--- src/rtl/conv_transpose2d.sv ---
`default_nettype none
// ============================================================================
// Module      : conv_transpose2d
// Description : Sequential gather-form transposed convolution on flat NCHW
//               tensors, one output element at a time through a single MAC.
// Revision    : 1.0 - initial release
// ============================================================================
module conv_transpose2d #(
    parameter int BATCH_SIZE   = 1,
    parameter int IN_CHANNELS  = 1,
    parameter int OUT_CHANNELS = 2,
    parameter int IN_HEIGHT    = 2,
    parameter int IN_WIDTH     = 2,
    parameter int KERNEL_SIZE  = 2,
    parameter int STRIDE       = 2,
    parameter int PADDING      = 0,
    parameter int DATA_WIDTH   = 32
) (
    input  logic clk,
    input  logic rst,
    input  logic start,
    input  logic [BATCH_SIZE*IN_CHANNELS*IN_HEIGHT*IN_WIDTH*DATA_WIDTH-1:0]         input_tensor_flat,
    input  logic [IN_CHANNELS*OUT_CHANNELS*KERNEL_SIZE*KERNEL_SIZE*DATA_WIDTH-1:0]  weights_flat,
    input  logic [OUT_CHANNELS*DATA_WIDTH-1:0]                                      bias_flat,
    output logic busy,
    output logic done,
    output logic [BATCH_SIZE*OUT_CHANNELS*((IN_HEIGHT-1)*STRIDE-2*PADDING+KERNEL_SIZE)*((IN_WIDTH-1)*STRIDE-2*PADDING+KERNEL_SIZE)*DATA_WIDTH-1:0] output_tensor_flat
);
    localparam int C_OUT_HEIGHT = (IN_HEIGHT - 1) * STRIDE - 2 * PADDING + KERNEL_SIZE;
    localparam int C_OUT_WIDTH  = (IN_WIDTH - 1) * STRIDE - 2 * PADDING + KERNEL_SIZE;
    localparam int C_OUT_ELEMS  = BATCH_SIZE * OUT_CHANNELS * C_OUT_HEIGHT * C_OUT_WIDTH;
    localparam int C_IN_ELEMS   = BATCH_SIZE * IN_CHANNELS * IN_HEIGHT * IN_WIDTH;
    localparam int C_W_ELEMS    = IN_CHANNELS * OUT_CHANNELS * KERNEL_SIZE * KERNEL_SIZE;

    localparam int C_B_W  = (BATCH_SIZE   > 1) ? $clog2(BATCH_SIZE)   : 1;
    localparam int C_IC_W = (IN_CHANNELS  > 1) ? $clog2(IN_CHANNELS)  : 1;
    localparam int C_OC_W = (OUT_CHANNELS > 1) ? $clog2(OUT_CHANNELS) : 1;
    localparam int C_K_W  = (KERNEL_SIZE  > 1) ? $clog2(KERNEL_SIZE)  : 1;
    localparam int C_OH_W = (C_OUT_HEIGHT > 1) ? $clog2(C_OUT_HEIGHT) : 1;
    localparam int C_OW_W = (C_OUT_WIDTH  > 1) ? $clog2(C_OUT_WIDTH)  : 1;
    localparam int C_E_W  = (C_OUT_ELEMS  > 1) ? $clog2(C_OUT_ELEMS)  : 1;
    localparam int C_XI_W = (C_IN_ELEMS   > 1) ? $clog2(C_IN_ELEMS)   : 1;
    localparam int C_WI_W = (C_W_ELEMS    > 1) ? $clog2(C_W_ELEMS)    : 1;

    localparam logic [C_B_W-1:0]  C_B_LAST  = C_B_W'(BATCH_SIZE - 1);
    localparam logic [C_IC_W-1:0] C_IC_LAST = C_IC_W'(IN_CHANNELS - 1);
    localparam logic [C_OC_W-1:0] C_OC_LAST = C_OC_W'(OUT_CHANNELS - 1);
    localparam logic [C_K_W-1:0]  C_K_LAST  = C_K_W'(KERNEL_SIZE - 1);
    localparam logic [C_OH_W-1:0] C_OH_LAST = C_OH_W'(C_OUT_HEIGHT - 1);
    localparam logic [C_OW_W-1:0] C_OW_LAST = C_OW_W'(C_OUT_WIDTH - 1);
    localparam logic [C_E_W-1:0]  C_E_LAST  = C_E_W'(C_OUT_ELEMS - 1);

    localparam logic [2:0] C_ST_IDLE  = 3'd0;
    localparam logic [2:0] C_ST_INIT  = 3'd1;
    localparam logic [2:0] C_ST_MAC   = 3'd2;
    localparam logic [2:0] C_ST_WRITE = 3'd3;
    localparam logic [2:0] C_ST_DONE  = 3'd4;

    logic [2:0]            r_state, w_state_nxt;
    logic [DATA_WIDTH-1:0] r_acc;
    logic [C_B_W-1:0]      r_b;
    logic [C_OC_W-1:0]     r_oc;
    logic [C_OH_W-1:0]     r_oh;
    logic [C_OW_W-1:0]     r_ow;
    logic [C_IC_W-1:0]     r_ic;
    logic [C_K_W-1:0]      r_kh, r_kw;
    logic [C_E_W-1:0]      r_elem;

    logic [DATA_WIDTH-1:0] w_x_in [C_IN_ELEMS];
    logic [DATA_WIDTH-1:0] w_w_in [C_W_ELEMS];
    logic [DATA_WIDTH-1:0] w_b_in [OUT_CHANNELS];
    logic [DATA_WIDTH-1:0] r_x    [C_IN_ELEMS];
    logic [DATA_WIDTH-1:0] r_w    [C_W_ELEMS];
    logic [DATA_WIDTH-1:0] r_bias [OUT_CHANNELS];
    logic [DATA_WIDTH-1:0] r_out  [C_OUT_ELEMS];

    genvar g;
    generate
        for (g = 0; g < C_IN_ELEMS; g++) begin : g_x_in
            assign w_x_in[g] = input_tensor_flat[g*DATA_WIDTH +: DATA_WIDTH];
        end
        for (g = 0; g < C_W_ELEMS; g++) begin : g_w_in
            assign w_w_in[g] = weights_flat[g*DATA_WIDTH +: DATA_WIDTH];
        end
        for (g = 0; g < OUT_CHANNELS; g++) begin : g_b_in
            assign w_b_in[g] = bias_flat[g*DATA_WIDTH +: DATA_WIDTH];
        end
        for (g = 0; g < C_OUT_ELEMS; g++) begin : g_out
            assign output_tensor_flat[g*DATA_WIDTH +: DATA_WIDTH] = r_out[g];
        end
    endgenerate

    logic signed [31:0]    w_th, w_tw;
    logic                  w_valid;
    logic [C_XI_W-1:0]     w_xi;
    logic [C_WI_W-1:0]     w_wi;
    logic [DATA_WIDTH-1:0] w_prod;
    logic                  w_last_tap, w_last_elem;

    // Gather form: output (oh,ow) pulls from the input pixel whose stride grid lands on it.
    always_comb begin
        w_th    = 32'(r_oh) + 32'(PADDING) - 32'(r_kh);
        w_tw    = 32'(r_ow) + 32'(PADDING) - 32'(r_kw);
        w_valid = !w_th[31] && !w_tw[31] &&
                  (w_th % STRIDE == 0) && (w_tw % STRIDE == 0) &&
                  (w_th / STRIDE < IN_HEIGHT) && (w_tw / STRIDE < IN_WIDTH);
        w_xi    = '0;
        if (w_valid)
            w_xi = C_XI_W'(((32'(r_b) * IN_CHANNELS + 32'(r_ic)) * IN_HEIGHT + 32'(w_th / STRIDE))
                           * IN_WIDTH + 32'(w_tw / STRIDE));
        w_wi    = C_WI_W'((32'(r_ic) * OUT_CHANNELS + 32'(r_oc)) * KERNEL_SIZE * KERNEL_SIZE
                          + 32'(r_kh) * KERNEL_SIZE + 32'(r_kw));
        w_prod  = r_x[w_xi] * r_w[w_wi];
        w_last_tap  = (r_ic == C_IC_LAST) && (r_kh == C_K_LAST) && (r_kw == C_K_LAST);
        w_last_elem = (r_elem == C_E_LAST);
    end

    always_ff @(posedge clk) begin
        if (!rst) r_state <= C_ST_IDLE;
        else      r_state <= w_state_nxt;
    end

    always_comb begin
        w_state_nxt = r_state;
        case (r_state)
            C_ST_IDLE:  if (start) w_state_nxt = C_ST_INIT;
            C_ST_INIT:  w_state_nxt = C_ST_MAC;
            C_ST_MAC:   if (w_last_tap) w_state_nxt = C_ST_WRITE;
            C_ST_WRITE: w_state_nxt = w_last_elem ? C_ST_DONE : C_ST_INIT;
            C_ST_DONE:  w_state_nxt = C_ST_IDLE;
            default:    w_state_nxt = C_ST_IDLE;
        endcase
    end

    always_comb begin
        busy = (r_state == C_ST_INIT) || (r_state == C_ST_MAC) || (r_state == C_ST_WRITE);
        done = (r_state == C_ST_DONE);
    end

    always_ff @(posedge clk) begin
        if (!rst) begin
            r_acc  <= '0;
            r_b    <= '0;
            r_oc   <= '0;
            r_oh   <= '0;
            r_ow   <= '0;
            r_ic   <= '0;
            r_kh   <= '0;
            r_kw   <= '0;
            r_elem <= '0;
            r_x    <= '{default: '0};
            r_w    <= '{default: '0};
            r_bias <= '{default: '0};
            r_out  <= '{default: '0};
        end else begin
            case (r_state)
                C_ST_IDLE: begin
                    if (start) begin
                        r_x    <= w_x_in;
                        r_w    <= w_w_in;
                        r_bias <= w_b_in;
                        r_b    <= '0;
                        r_oc   <= '0;
                        r_oh   <= '0;
                        r_ow   <= '0;
                        r_ic   <= '0;
                        r_kh   <= '0;
                        r_kw   <= '0;
                        r_elem <= '0;
                    end
                end
                C_ST_INIT: r_acc <= r_bias[r_oc];
                C_ST_MAC: begin
                    if (w_valid) r_acc <= r_acc + w_prod;
                    // Tap counters wrap to zero after the last tap, ready for the next element.
                    if (r_kw == C_K_LAST) begin
                        r_kw <= '0;
                        if (r_kh == C_K_LAST) begin
                            r_kh <= '0;
                            r_ic <= (r_ic == C_IC_LAST) ? '0 : r_ic + 1'b1;
                        end else begin
                            r_kh <= r_kh + 1'b1;
                        end
                    end else begin
                        r_kw <= r_kw + 1'b1;
                    end
                end
                C_ST_WRITE: begin
                    r_out[r_elem] <= r_acc;
                    r_elem <= w_last_elem ? '0 : r_elem + 1'b1;
                    if (r_ow == C_OW_LAST) begin
                        r_ow <= '0;
                        if (r_oh == C_OH_LAST) begin
                            r_oh <= '0;
                            if (r_oc == C_OC_LAST) begin
                                r_oc <= '0;
                                r_b  <= (r_b == C_B_LAST) ? '0 : r_b + 1'b1;
                            end else begin
                                r_oc <= r_oc + 1'b1;
                            end
                        end else begin
                            r_oh <= r_oh + 1'b1;
                        end
                    end else begin
                        r_ow <= r_ow + 1'b1;
                    end
                end
                default: ;
            endcase
        end
    end
endmodule
`default_nettype wire

--- config.mk ---
export PLATFORM = sky130hd
export DESIGN_NAME = conv_transpose2d
export DESIGN_NICKNAME = d
export VERILOG_FILES = /design/src/rtl/conv_transpose2d.sv
export SDC_FILE = /design/constraint.sdc
export NUM_CORES = 2
export LEC_CHECK = 0
export CORE_AREA = 2 2 577 579
export CTS_CLUSTER_DIAMETER = 50
export DETAILED_ROUTE_END_ITERATION = 8
export DIE_AREA = 0 0 579 581
export GPL_TIMING_DRIVEN = 0
export HOLD_SLACK_MARGIN = 0.15
export PLACE_DENSITY = 0.45
export SLEW_MARGIN = 25
export SYNTH_ARGS = -nofsm -noshare
export SYNTH_HDL_FRONTEND = slang
export SYNTH_SLANG_ARGS = --single-unit
--- constraint.sdc ---
create_clock -name clk -period 10.85 [get_ports clk]
set_clock_uncertainty 0.2 [all_clocks]
set_input_delay 2.7125 -clock clk [delete_from_list [all_inputs] [get_ports clk]]
set_output_delay 2.7125 -clock clk [all_outputs]
set_load 0.005 [all_outputs]
==> metrics.md <==
| Metric | Value |
|---|---|
| Status | complete, no violations |
| Final Hold Viols | 0 |
| Leak Pwr | 0.0384 uW |
| Core area | 330000 sq um |
| CP dominant cell by count | fa_1 |
| Yosys warns | 0 |
| Count leader, synth | nand2_1 |
| Initial detailed-routing violation count | 5816 |
| Hold EP | r_w[85] |
| Final TNS setup | 0 ps |
| # placed instances | 14900 |
| Post-synth top area share | 0.399 |
| Yosys reg bits | 1519 |
| First-pass GRT wire length | 612 mm |
| GRT Resource Usage Total | 0.263 |
| CP Launch Type | flop |
| Max_cap viols | 0 |
| Crit. End Element | flop |
| Fillcell total | 34500 |
| Syn nets | 10000 |
| Placer's final routability congestion estimate | 0.926 |
| Worst endpoint required time | 11410 ps |
| Worst r2r dst | r_acc[31] |
| Final Util | 0.324 |
| Sequential fraction of the synthesis area | 0.399 |
| Peak VDD IR | 0.154 mV |
| Clk slew on worst S/H paths | 50 ps |
| Ys async rst share | 0 |
| Largest area contributor in the netlist | dfxtp_1 |
| Vias | 72400 |
| R2r startpoint | r_kh |
| Final std cells w/o fill | 15300 |
| Critical path's slowest cell | fa_1 |
| Die X | 579 microns |
| Post-Synthesis Cells | 8987 |
| Syn Area/Cell | 8.49 sq um |
| Crit path time final | 10520 ps |
| Critical path peak fanout | 10 |
| Later-pin clock latency in the skew report | 900 ps |
| TritonCTS clock tree | built |
| Finish-stage setup viols | 0 |
| Layout cell share with drive strength beyond 1 | 0.0790 |
| Die height | 581 microns |
| DRT antenna net count | 0 |
| R2r setup slk | 330 ps |
| Antenna violations before repair | 59 |
| P per Cell Area | 172 nW/um^2 |
| CTS Buf Count | 235 |
| HP Start | r_w[85] |
| Area contributors post-synth | dfxtp_1, nand2_1, a21boi_0, fa_1, clkbuf_1 |
| Number of global-route vias before repair | 71300 |
| Pre-CTS setup slack | -1220 ps |
| Final WS setup | 327 ps |
| Via density | 4.72 |
| Total Wirelength | 457 mm |
| Grt ovf | 0 |
| Drt pass-1 iters | 6 |
| Arr. time, crit path | 11080 ps |
| Syn Std Cell Area | 76300 sq um |
| Area grow syn2layout | 39.9% |
| Number of port buffers | 1475 |
| Die Area | 336000 sq um |
| Largest net degree at the start of global routing | 20 |
| Clock tree buffer depth | 4 |
| Post-synth EDFFs | 0 |
| Hold buffers post-CTS | 0 |
| Max Slew Vio Count | 0 |
| Largest delay share family, worst path | adder cells |
| Achievable Freq | 0.0950 GHz |
| Worst hold path type | reg -> reg |
| Hold depth | 2 |
| Slew margin rel. | 0.173 |
| Sink Count | 1519 |
| Period Utilization, post-route | 0.970 |
| Synth cell types | 75 |
| WS Path Type | reg -> reg |
| DRC | 0 |
| Wire per inst | 29.8 microns |
| DP Area | 97700 sq um |
| Synth Flop Type | dfxtp_1 |
| Worst Tran Pin Value | 1240 ps |
| Starting Density | 0.231 |
| Design Area, Final | 107000 sq um |
| Io pins | 1477 |
| Worst Reg-to-Reg Cells | 32 |
| Buf/Inv on CP | 10 |
| Hpwl dp | 370 mm |
| Slowest stage delay, CP | 570 ps |
| Std cell rows | 211 |
| CTS root buf | clkbuf_16 |
| Htree depth | 4 |
| Final nets | 11800 |
| Synth top cells by count | nand2_1, dfxtp_1, a21boi_0, clkbuf_1, inv_1 |
-- placed cells by master, fill, tap and decap left out, types with 24 or more instances in the layout --
master	netlist	routed
dfxtp_1	1519	1517
bufinv_16	0	25
or2_2	39	39
clkbuf_1	651	517
clkbuf_2	11	141
clkinv_4	0	30
fa_1	438	438
a21oi_1	44	43
nand2b_1	78	78
ha_1	138	138
a21boi_0	1499	1498
nor2_1	374	370
nand2_1	3127	3127
mux4_2	45	45
clkinvlp_4	0	29
buf_4	7	37
o211ai_1	25	25
mux2i_1	89	71
xnor2_1	61	60
o21ai_0	26	24
clkdlybuf4s50_1	0	1475
clkbuf_16	0	238
buf_12	2	24
inv_1	504	504
clkbuf_8	0	31
-- what timing repair did --
action | 4_1_cts | 5_1_grt
hold endpoints to repair | 0 | 0
cloned | 0 | 2
pin swaps | 8 | 10
endpoints found under the setup margin | 16 | 14
gates resized for setup | 65 | 125
setup buffers | 12 | 14
-- cells by family (layout without fill, tap and decap cells) --
| group | after synthesis | in the layout | synth area share |
|---|---|---|---|
| adders and majority gates | 576 | 576 | 0.138 |
| and+or+nand+nor | 3704 | 3704 | 0.189 |
| muxes | 169 | 169 | 0.0341 |
| AOI/OAI and AO/OA | 1710 | 1711 | 0.167 |
| DFF | 1519 | 1519 | 0.399 |
| other | 0 | 22 | 0 |
| xor gates and xnor gates | 83 | 83 | 0.0105 |
| buffers and inverters | 1226 | 3194 | 0.0628 |
-- flip-flops by register name (all words and copies together), names as in the netlist --
name / cells
r_w: 256
r_oh: 2
r_bias: 64
r_elem: 5
r_kh: 1
r_oc: 1
r_x: 128
output_tensor_flat: 1024
r_ow: 2
r_state: 3
r_kw: 1
r_acc: 32
-- metrics by stage --
stage / power (uW) / hold slack (ps)
2_1_floorplan: 8190 / 239
3_3_place_gp: 10200 / 247
3_5_place_dp: 10300 / 256
4_1_cts: 18300 / 263
5_1_grt: 19000 / 279
6_report: 18400 / 261
-- tightest hold or removal path: stages (launching register included) --
cell	delay [ps]
dfxtp_1	300
nand2_1	50
a21boi_0	60
-- power by group --
part / internal, uW / switching, uW / total (uW)
registers: 5720 / 99.1 / 5820
clock network: 4850 / 3110 / 7960
logic: 1540 / 3040 / 4580
total: 12100 / 6240 / 18400
-- routing by layer --
metal	wire, microns	global-route usage	up-vias	part of all wire
li1	-	-	32200	-
met1	190000	0.336	36300	0.42
met2	203000	0.415	3216	0.44
met3	40200	0.0674	705	0.088
met4	23200	0.118	10	0.051
met5	58	0	-	0.00013
-- final cells by class --
cell class	instances	area, sq um	share of cell area
clock buffer	289	6440	0.0603
multi-input combinational	6243	41600	0.390
timing repair buffer	1545	16000	0.150
antenna	22	55.1	0.000516
sequential	1519	30400	0.285
buffer	717	3170	0.0297
tap	4366	5460	0.0512
inverter	505	1900	0.0178
clock inverter	138	1750	0.0164
-- worst max path at each step --
| stage | startpoint | to | slack, ps | depth (start not counted) |
|---|---|---|---|---|
| 2_1_floorplan | r_ow[0] | r_acc[31] | 1310 | 39 |
| 3_5_place_dp | r_kw | r_acc[20] | -1220 | 35 |
| 5_1_grt | r_ow[0] | r_acc[31] | -5 | 40 |
| 3_3_place_gp | r_kh | r_acc[20] | -1550 | 33 |
| 6_report | r_kh | r_acc[31] | 330 | 32 |
| 4_1_cts | r_ow[0] | r_acc[31] | 0.6 | 41 |
(Power assumes the default switching activity.)
